### config.mk
export PLATFORM = sky130hd
export DESIGN_NAME = z80_bus_responder
export DESIGN_NICKNAME = d
export VERILOG_FILES = /design/src/rtl/z80_resp_pkg.sv /design/src/rtl/z80_resp_decode.sv /design/src/rtl/z80_bus_responder.sv
export SDC_FILE = /design/constraint.sdc
export NUM_CORES = 1
export LEC_CHECK = 0
export CAP_MARGIN = 40
export CORE_MARGIN = 10
export CORE_UTILIZATION = 41
export CTS_CLUSTER_DIAMETER = 30
export DETAILED_ROUTE_END_ITERATION = 10
export PLACE_DENSITY = 0.85
export SLEW_MARGIN = 20
export SYNTH_ARGS = -nofsm -noshare
export SYNTH_HDL_FRONTEND = slang
export SYNTH_SLANG_ARGS = --single-unit
### constraint.sdc
create_clock -name clk -period 2 [get_ports clk]
set_input_delay 0.2 -clock clk [delete_from_list [all_inputs] [get_ports clk]]
set_output_delay 0.2 -clock clk [all_outputs]
set_load 0.005 [all_outputs]
### src/rtl/z80_resp_pkg.sv
// Shared types and constants for the Z80 bus responder.
package z80_resp_pkg;

   typedef enum logic [2:0] {
      IDLE,
      REQ,
      DRAIN,
      HOLD,
      INTA
   } state_t;

   typedef enum logic [1:0] {
      CYC_NONE,
      CYC_MEM,
      CYC_IO,
      CYC_INTA
   } cyc_t;

   // Largest legal minimum wait count; the wait counter is 4 bits wide.
   localparam int unsigned WAIT_MIN_MAX = 15;

   function automatic logic addr_match(input logic [15:0] addr, input logic [15:0] base,
                                       input logic [15:0] mask);
      return (addr & mask) == (base & mask);
   endfunction

endpackage

### src/rtl/z80_resp_decode.sv
// Combinational Z80 cycle-type and address-match decoder.
import z80_resp_pkg::*;

module z80_resp_decode #(
   parameter logic [15:0] MEM_BASE = 16'h8000,
   parameter logic [15:0] MEM_MASK = 16'hC000,
   parameter logic [7:0]  IO_BASE  = 8'h10,
   parameter logic [7:0]  IO_MASK  = 8'hF0
) (
   input  logic        m1,
   input  logic        mreq,
   input  logic        iorq,
   input  logic        rd,
   input  logic        wr,
   input  logic        rfsh,
   input  logic [15:0] ab,
   output cyc_t        cyc
);

   // Classify the current strobe pattern; INTA takes priority since it also carries iorq.
   always_comb begin
      cyc = CYC_NONE;
      if (m1 && iorq) begin
         cyc = CYC_INTA;
      end else if (mreq && (rd || wr) && !rfsh && addr_match(ab, MEM_BASE, MEM_MASK)) begin
         cyc = CYC_MEM;
      end else if (iorq && (rd || wr) && !m1 &&
                   addr_match({8'h00, ab[7:0]}, {8'h00, IO_BASE}, {8'h00, IO_MASK})) begin
         cyc = CYC_IO;
      end
   end

endmodule

### src/rtl/z80_bus_responder.sv
// Z80 bus target: decodes mem/IO/INTA cycles, stretches them with WAIT until a
// single-beat backend handshake completes, and drives read data / the INT vector.
// Optional feature macro: Z80_RESP_INTA_EN (INTA decode, vector drive, INT pending flag).
import z80_resp_pkg::*;

module z80_bus_responder #(
   parameter logic [15:0] MEM_BASE = 16'h8000,
   parameter logic [15:0] MEM_MASK = 16'hC000,
   parameter logic [7:0]  IO_BASE  = 8'h10,
   parameter logic [7:0]  IO_MASK  = 8'hF0,
   parameter int unsigned WAIT_MIN = 0
) (
   input  logic        clk,
   input  logic        nreset,
   input  logic        m1,
   input  logic        mreq,
   input  logic        iorq,
   input  logic        rd,
   input  logic        wr,
   input  logic        rfsh,
   input  logic [15:0] ab,
   input  logic [7:0]  db_in,
   output logic [7:0]  db_out,
   output logic        db_oe,
   output logic        mwait,
   output logic        intr,
   output logic        be_req,
   output logic        be_we,
   output logic        be_io,
   output logic [15:0] be_addr,
   output logic [7:0]  be_wdata,
   input  logic        be_ack,
   input  logic [7:0]  be_rdata,
   input  logic        irq,
   input  logic [7:0]  int_vector
);

   localparam logic [3:0] WAIT_LOAD = (WAIT_MIN > WAIT_MIN_MAX) ? 4'(WAIT_MIN_MAX)
                                                                : 4'(WAIT_MIN);

   state_t     state;
   cyc_t       cyc;
   logic [3:0] cnt;
   logic       ack_seen;
   logic       rd_cycle;
   logic [7:0] rdata_lat;
   logic       got_ack;
   logic       done;

   z80_resp_decode #(
      .MEM_BASE (MEM_BASE),
      .MEM_MASK (MEM_MASK),
      .IO_BASE  (IO_BASE),
      .IO_MASK  (IO_MASK)
   ) u_decode (
      .m1   (m1),
      .mreq (mreq),
      .iorq (iorq),
      .rd   (rd),
      .wr   (wr),
      .rfsh (rfsh),
      .ab   (ab),
      .cyc  (cyc)
   );

   // The current-cycle ack counts so a zero-latency backend inserts no wait state.
   assign got_ack = ack_seen | be_ack;
   assign done    = got_ack && (cnt == 4'd0);
   assign mwait   = (state == REQ) && !done;

   // Cycle FSM, wait counter and registered backend request fields.
   always_ff @(posedge clk or negedge nreset) begin
      if (!nreset) begin
         state     <= IDLE;
         cnt       <= 4'd0;
         ack_seen  <= 1'b0;
         rd_cycle  <= 1'b0;
         rdata_lat <= 8'h00;
         be_req    <= 1'b0;
         be_we     <= 1'b0;
         be_io     <= 1'b0;
         be_addr   <= 16'h0000;
         be_wdata  <= 8'h00;
      end else begin
         unique case (state)
            IDLE: begin
               if (cyc == CYC_MEM || cyc == CYC_IO) begin
                  be_req   <= 1'b1;
                  be_we    <= wr;
                  be_io    <= (cyc == CYC_IO);
                  be_addr  <= (cyc == CYC_IO) ? {8'h00, ab[7:0]} : ab;
                  be_wdata <= db_in;
                  cnt      <= WAIT_LOAD;
                  ack_seen <= 1'b0;
                  rd_cycle <= rd;
                  state    <= REQ;
               end
`ifdef Z80_RESP_INTA_EN
               else if (cyc == CYC_INTA) begin
                  state <= INTA;
               end
`endif
            end
            REQ: begin
               if (be_ack) begin
                  rdata_lat <= be_rdata;
                  ack_seen  <= 1'b1;
                  be_req    <= 1'b0;
               end
               if (cnt != 4'd0) begin
                  cnt <= cnt - 4'd1;
               end
               if (done) begin
                  state <= HOLD;
               end else if (!got_ack && !rd && !wr) begin
                  // CPU gave up before the backend answered; the request cannot be aborted.
                  state <= DRAIN;
               end
            end
            DRAIN: begin
               if (be_ack) begin
                  be_req <= 1'b0;
                  state  <= IDLE;
               end
            end
            HOLD: begin
               if (!rd && !wr && !mreq && !iorq) begin
                  state <= IDLE;
               end
            end
            INTA: begin
               if (!iorq) begin
                  state <= IDLE;
               end
            end
            default: state <= IDLE;
         endcase
      end
   end

`ifdef Z80_RESP_INTA_EN
   logic flag;

   // INT pending flag: set by irq, cleared on INTA entry, set wins.
   always_ff @(posedge clk or negedge nreset) begin
      if (!nreset) begin
         flag <= 1'b0;
      end else if (irq) begin
         flag <= 1'b1;
      end else if (state == IDLE && cyc == CYC_INTA) begin
         flag <= 1'b0;
      end
   end

   assign intr = flag;
`else
   logic unused_inta;

   assign intr        = 1'b0;
   assign unused_inta = ^{irq, int_vector};
`endif

   // Read data / vector drive toward the pads.
   always_comb begin
      db_out = rdata_lat;
`ifdef Z80_RESP_INTA_EN
      if (state == INTA) begin
         db_out = int_vector;
      end else
`endif
      if (state == REQ && be_ack) begin
         db_out = be_rdata;
      end
      db_oe = (rd && rd_cycle && ((state == REQ && got_ack) || state == HOLD)) ||
              (state == INTA);
   end

endmodule

==> flow_summary_export.csv, run 1 <==
group,metric,value,unit
outcome,outcome,"complete, no violations",
drt,post_drt_wl_per_cell,18.16,um
clock_tree,clk-insertion-delay-late,0.30,ns
global_route,gr-usage-all-layers,14.61,%
setup_path,crit_path_top_delay_cell,"sky130_fd_sc_hd__or4b_4",
place,place.port_buffers,77,
drt,first_pass_iters,4,
yosys,netlist.area_leader.share,54.64,%
setup_path,worst-endpoint-arrival,2.13,ns
floorplanning,fp.coreArea,4692,sq um
clock_tree,clockBufferDepth,2,
yosys,synth-edff-count,0,
clock_tree,tritoncts.num_buffers,5,
yosys,gate_count_of_the_mapped_netlist,163,
drt,remaining_drc_errors,0,
place,final_replace_weighted_congestion,0.8066,
timing,worstMarginPinSlew,0.5741,ns
setup_path,timing.rr.start,"state[0]",
drt,first_iter_violations,83,
yosys,synth_area_leader_cell,"sky130_fd_sc_hd__dfrtp_1",
setup_path,crit_path_start_kind,"primary input",
timing,fin_max_slew_vios,0,
timing,setup_skew,0.005955,ns
yosys,synth_top_cells_by_count,"43 x sky130_fd_sc_hd__dfrtp_1, 27 x sky130_fd_sc_hd__mux2_2, 16 x sky130_fd_sc_hd__nand2_1, 16 x sky130_fd_sc_hd__o21ai_0, 11 x sky130_fd_sc_hd__nand2b_1",
floorplanning,fp.dieArea,7975,sq um
clock_tree,cts_tree,"built",
yosys,yosysUniqueCellTypes,30,
drt,post_drt_via_cell_ratio,5.059,
global_route,grt_pass1_vias,1762,
yosys,synth-warning-count,0,
yosys,yosys_register_bits,43,
timing,timing.hold.ws,0.1535,ns
global_route,grt_remaining_overflow,0,
yosys,seq_total_area_yosys,54.64,%
setup_path,crit_required,2.19,ns
layout,finish.net_count,324,
setup_path,path_delay_family,"simple AND/OR/NAND/NOR gates",
yosys,synthArstFlopShare,100.0,%
setup_path,timing.critical_path.to_type,"flop",
place,post-dp-hpwl,4066,um
yosys,post_synth_instance_area,1969,sq um
layout,antenna-diode-count,0,
hold_path,min_from,"ab[5]",
yosys,ys_dominant_reg_cell,"sky130_fd_sc_hd__dfrtp_1",
timing,report.final.hold_viol_count,0,
clock_tree,cts_max_level,2,
yosys,syn_avg_cell_area,12.08,sq um
floorplanning,die_x,89.31,um
power,leakage,1.455,nW
setup_path,timing_worst_setup_path_type,"primary input to flop",
clock_tree,clockRootBuffer,"sky130_fd_sc_hd__clkbuf_8",
clock_tree,clock_net_sink_count,43,
floorplanning,design.portCount,88,
drt,drt.antenna.violating_nets,0,
setup_path,max_stage_delay,0.49,ns
floorplanning,std_cell_rows,25,
power,power-per-cell-area,1292,nW/um^2
timing,final_period_minus_worst_setup_slack,1.948,ns
drt,via_count,1634,
setup_path,worst_path_cell_chain,"dlygate4sd2_1, or4b_4, nor3_4, o21a_1, ha_4, nand2b_4, buf_6, buf_12, mux2_4",
clock_tree,cts.reportedPaths.clkPinSlew,0.08,ns
timing,post-route-period-util,97.42,%
layout,p_r_area_growth_vs_syn,63.47,%
job,timing.max_cap.violations,0,
layout,final_core_util,68.61,%
global_route,grt_first_pass_wirelength,8852,um
timing,max_freq,513.2,MHz
drt,drt_wl_total,5867,um
setup_path,crit_start,"ab[4]",
setup_path,critPathBufInv,3,
setup_path,path_max_fanout,5,
timing,relSlewSlack,61.72,%
layout,final_layout_size_suffix_gt1_share,31.23,%
global_route,number_of_antenna_violations_at_the_first_check_in_global_routing,0,
floorplanning,initial_util,41.97,%
timing,finalSetupViolCount,0,
power,worst_ir_drop_vdd,955.1,uV
yosys,synth_nets,219,
yosys,synth.top_cells.by_area,"sky130_fd_sc_hd__dfrtp_1 55%, sky130_fd_sc_hd__mux2_2 15%, sky130_fd_sc_hd__o21ai_0 4.1%, sky130_fd_sc_hd__ha_1 3.8%, sky130_fd_sc_hd__nand2b_1 3.5%",
yosys,post-synth-top-count-cell,"sky130_fd_sc_hd__dfrtp_1",
global_route,grt_max_degree,27,
hold_path,hold_class,"primary input to flop",
floorplanning,die_height,89.31,um
## kinds of logic after synthesis
family / count (synthesis) / share of synthesized area [%]
compound gates: 28 / 8.959
fa+ha+maj: 6 / 3.812
buf+inv: 11 / 3.177
flops: 43 / 54.64
mux: 30 / 16.96
other cells: 1 / 0.1904
simple gates: 44 / 12.26
## layer usage
metal,vias to the layer above,global-route usage [%],routed length [um]
li1,778,-,-
met1,792,15.10,2252
met2,60,25.35,2978
met3,4,7.931,605
met4,0,3.468,30
met5,-,0,0
## registers in the layout, summed over array words and instances, names as in the netlist
signal,count
state,2
ack_seen,1
be_we,1
be_wdata,8
rdata_lat,8
cnt,4
rd_cycle,1
be_req,1
be_addr,16
be_io,1
## power breakdown
part,internal [W],switching [W],leakage [nW],total [W]
clock network,0.000244,0.000306,0.0412,0.000550
registers,0.00126,0.000186,0.526,0.00145
logic,0.00133,0.000830,0.888,0.00216
## area by class of cell
cell class	instances	area, sq um
Fill cell	342	1473
Clock buffer	6	72.57
Timing Repair Buffer	104	1037
Clock inverter	2	12.51
Tap cell	54	67.56
Inverter	5	18.77
Sequential cell	43	1076
Multi-Input combinational cell	109	934.6
## cell usage in the layout (no fill, tap or decap), types with 2 or more instances in the layout
cell                               n
sky130_fd_sc_hd__mux2_2           26
sky130_fd_sc_hd__o21ai_0          11
sky130_fd_sc_hd__a22o_1            3
sky130_fd_sc_hd__ha_4              2
sky130_fd_sc_hd__buf_12            4
sky130_fd_sc_hd__ha_1              2
sky130_fd_sc_hd__a21oi_1           4
sky130_fd_sc_hd__clkdlybuf4s50_1  56
sky130_fd_sc_hd__nand2b_1         10
sky130_fd_sc_hd__buf_4            17
sky130_fd_sc_hd__dlygate4sd2_1    14
sky130_fd_sc_hd__clkbuf_8          5
sky130_fd_sc_hd__nand2_2           2
sky130_fd_sc_hd__o21ai_1           5
sky130_fd_sc_hd__buf_6             3
sky130_fd_sc_hd__buf_16            2
sky130_fd_sc_hd__buf_2             4
sky130_fd_sc_hd__nand2_1          13
sky130_fd_sc_hd__nor2_1            4
sky130_fd_sc_hd__dfrtp_1          43
sky130_fd_sc_hd__inv_1             4
sky130_fd_sc_hd__o21a_1            2
sky130_fd_sc_hd__ha_2              2
sky130_fd_sc_hd__mux2i_1           3
## timing repair
| action | in CTS | in global routing |
|---|---|---|
| pin swaps | 5 | 3 |
| gates cloned | 2 | 0 |
| gates resized for setup | 51 | 14 |
| hold buffers | 1 | 0 |
| endpoints found under the hold margin | 24 | 0 |
| setup endpoints to repair | 45 | 42 |
| setup buffers | 8 | 0 |
## stage by stage
step                worst slack [ns]  power [W]  area [sq um]  cells  setup TNS [ns]
floorplan                    0.01092   0.002265          1972    163               0
global placement             -0.4616   0.003355          2917    304          -14.75
detailed placement           -0.5818   0.003425          2917    304          -18.67
CTS                         0.006690   0.004110          3186    323               0
global route                -0.01076   0.004438          3219    323        -0.02397
finish                       0.05152   0.004161          3219    323               0
## final timing paths
| path | to | slack [ns] | cells past startpoint |
|---|---|---|---|
| worst max-delay path | be_addr[6] | 0.05 | 9 |
| worst min-delay path | be_addr[5] | 0.15 | 2 |
| worst max register to register | be_addr[6] | 0.16 | 7 |
| worst min register to register | be_addr[13] | 0.48 | 2 |
| max in group asynchronous | be_wdata[5] | 1.00 | 3 |
| min in group asynchronous | be_addr[15] | 0.43 | 2 |
(Power assumes the default switching activity.)
==> run 2: changes to the inputs <==
--- a/config.mk
+++ b/config.mk
@@ -11,6 +11,7 @@
 export CTS_CLUSTER_DIAMETER = 30
 export DETAILED_ROUTE_END_ITERATION = 10
 export PLACE_DENSITY = 0.85
+export RECOVER_POWER = 50
 export SLEW_MARGIN = 20
 export SYNTH_ARGS = -nofsm -noshare
 export SYNTH_HDL_FRONTEND = slang
==> flow_summary_export.csv, run 2 (synthesis gave the netlist of run 1 again) <==
group,metric,value,unit
setup_path,max_stage_delay,0.49,ns
drt,post_drt_via_cell_ratio,5.062,
layout,finish.net_count,324,
timing,max_freq,513.2,MHz
clock_tree,clockRootBuffer,"sky130_fd_sc_hd__clkbuf_8",
clock_tree,cts_max_level,2,
global_route,grt_remaining_overflow,0,
setup_path,crit_path_top_delay_cell,"sky130_fd_sc_hd__or4b_4",
setup_path,worst-endpoint-arrival,2.13,ns
timing,finalSetupViolCount,0,
timing,final_period_minus_worst_setup_slack,1.949,ns
setup_path,crit_required,2.19,ns
clock_tree,tritoncts.num_buffers,5,
floorplanning,initial_util,41.97,%
hold_path,hold_class,"primary input to flop",
clock_tree,clk-insertion-delay-late,0.30,ns
layout,reg.largest.list,"be_addr: 16 flops, be_wdata: 8 flops, rdata_lat: 8 flops",
setup_path,timing.reg2reg.worst_path_depth,7,
setup_path,timing.rr.start,"state[0]",
setup_path,regToRegSetupSlack,0.16,ns
place,pre_cts_ws,-0.5818,ns
clock_tree,cts.reportedPaths.clkPinSlew,0.08,ns
global_route,number_of_antenna_violations_at_the_first_check_in_global_routing,0,
power,leakage,1.451,nW
layout,most_frequent_standard_cell_in_the_layout_excluding_fill_and_tap_cells,"sky130_fd_sc_hd__clkdlybuf4s50_1",
clock_tree,clockBufferDepth,2,
layout,final_layout_size_suffix_gt1_share,30.86,%
timing,setup_skew,0.004039,ns
layout,largest_reg_flops,16,
timing,final_critical_path_setup_slack,0.05129,ns
timing,relSlewSlack,8.736,%
setup_path,path_max_fanout,5,
layout,p_r_area_growth_vs_syn,63.15,%
setup_path,worst_path_cell_chain,"dlygate4sd2_1, or4b_4, nor3_4, o21a_1, ha_4, nand2b_4, buf_6, buf_12, mux2_4",
global_route,grt_max_degree,27,
timing,fin_max_slew_vios,0,
setup_path,timing.rr.end,"be_addr[6]",
clock_tree,clock_net_sink_count,43,
hold_path,hold-path-cell-count,2,
timing,post-route-period-util,97.44,%
global_route,gr-usage-all-layers,14.61,%
drt,remaining_drc_errors,0,
timing,worstMarginPinSlew,1.369,ns
global_route,grt_first_pass_wirelength,8852,um
outcome,outcome,"complete, no violations",
place,post-dp-hpwl,4066,um
hold_path,worstHoldEndpoint,"be_addr[5]",
power,worst_ir_drop_vdd,954.8,uV
floorplanning,fp.coreArea,4692,sq um
drt,drt.antenna.violating_nets,0,
floorplanning,die_height,89.31,um
timing,report.final.hold_viol_count,0,
setup_path,timing_worst_setup_path_type,"primary input to flop",
global_route,grt_pass1_vias,1762,
layout,layout.cells.most_common_list,"56 x sky130_fd_sc_hd__clkdlybuf4s50_1, 43 x sky130_fd_sc_hd__dfrtp_1, 26 x sky130_fd_sc_hd__mux2_2",
setup_path,crit_path_start_kind,"primary input",
layout,max_flop_register,"be_addr",
job,timing.max_cap.violations,0,
floorplanning,std_cell_rows,25,
floorplanning,fp.dieArea,7975,sq um
setup_path,timing.critical_path.to_type,"flop",
drt,drt_wl_total,5826,um
drt,post_drt_wl_per_cell,18.04,um
floorplanning,design.portCount,88,
place,final_replace_weighted_congestion,0.8066,
drt,first_pass_iters,4,
layout,antenna-diode-count,0,
drt,via_count,1635,
power,report.power.total,0.004156,W
clock_tree,cts_tree,"built",
hold_path,min_from,"ab[5]",
floorplanning,die_x,89.31,um
power,power-per-cell-area,1293,nW/um^2
drt,first_iter_violations,66,
place,place.port_buffers,77,
run 2: cell count changes in the layout (fill, tap and decap cells not counted):
cell                       previous run  this run
sky130_fd_sc_hd__clkbuf_2             1         2
sky130_fd_sc_hd__clkbuf_1             1         2
sky130_fd_sc_hd__buf_4               17        15
run 2: per-layer routing:
layer | track usage, % | routed length, um | vias up | part of all wire, %
li1 | - | - | 779 | -
met1 | 15.10 | 2243 | 794 | 38
met2 | 25.35 | 2974 | 58 | 51
met3 | 7.931 | 578 | 4 | 9.9
met4 | 3.468 | 30 | 0 | 0.51
met5 | 0 | 0 | - | 0
run 2: worst max path at each step:
stage	startpoint	endpoint	cells past startpoint
after global placement	rd	be_addr[5]	9
after floorplan	ab[5]	be_addr[3]	8
after detailed placement	rd	be_wdata[1]	9
final	ab[4]	be_addr[6]	9
after global routing	state[1]	db_out[2]	6
after CTS	ab[4]	be_addr[6]	9
run 2: worst max-delay path, delay by kind of cell:
kind	cells	cell delay, ns
mux	1	0.29
buf+inv	3	0.48
compound gates	1	0.17
fa+ha+maj	1	0.21
simple gates	3	0.79
run 2: stage by stage:
step / hold WS [ns] / cell area, sq um / TNS [ns] / utilization [%] / instances
floorplan: -0.09559 / 1972 / 0 / - / 163
global placement: 0.2373 / 2917 / -14.75 / 62.16 / 304
detailed placement: 0.2351 / 2917 / -18.67 / 62.16 / 304
CTS: 0.1519 / 3186 / 0 / 67.89 / 323
global route: 0.1507 / 3213 / -0.02397 / 68.48 / 323
finish: 0.1557 / 3213 / 0 / 68.48 / 323
run 2: timing repair:
action | in CTS | in global routing
endpoints found under the setup margin | 45 | 42
hold buffers | 1 | 0
hold endpoints to repair | 24 | 0
pin swaps | 5 | 3
buffers inserted | 8 | 0
resized for setup | 51 | 14
cloned | 2 | 0
run 2: cell type report:
type	instances	area, sq um
Sequential cell	43	1076
Timing Repair Buffer	104	1031
Clock inverter	2	12.51
Tap cell	54	67.56
Inverter	5	18.77
Fill cell	344	1479
Multi-Input combinational cell	109	934.6
Clock buffer	6	72.57
run 2: report_power, final:
group	leakage [nW]	switching, W	internal, W
clock	0.0412	0.000304	0.000244
combinational	0.884	0.000828	0.00133
sequential	0.526	0.000186	0.00126
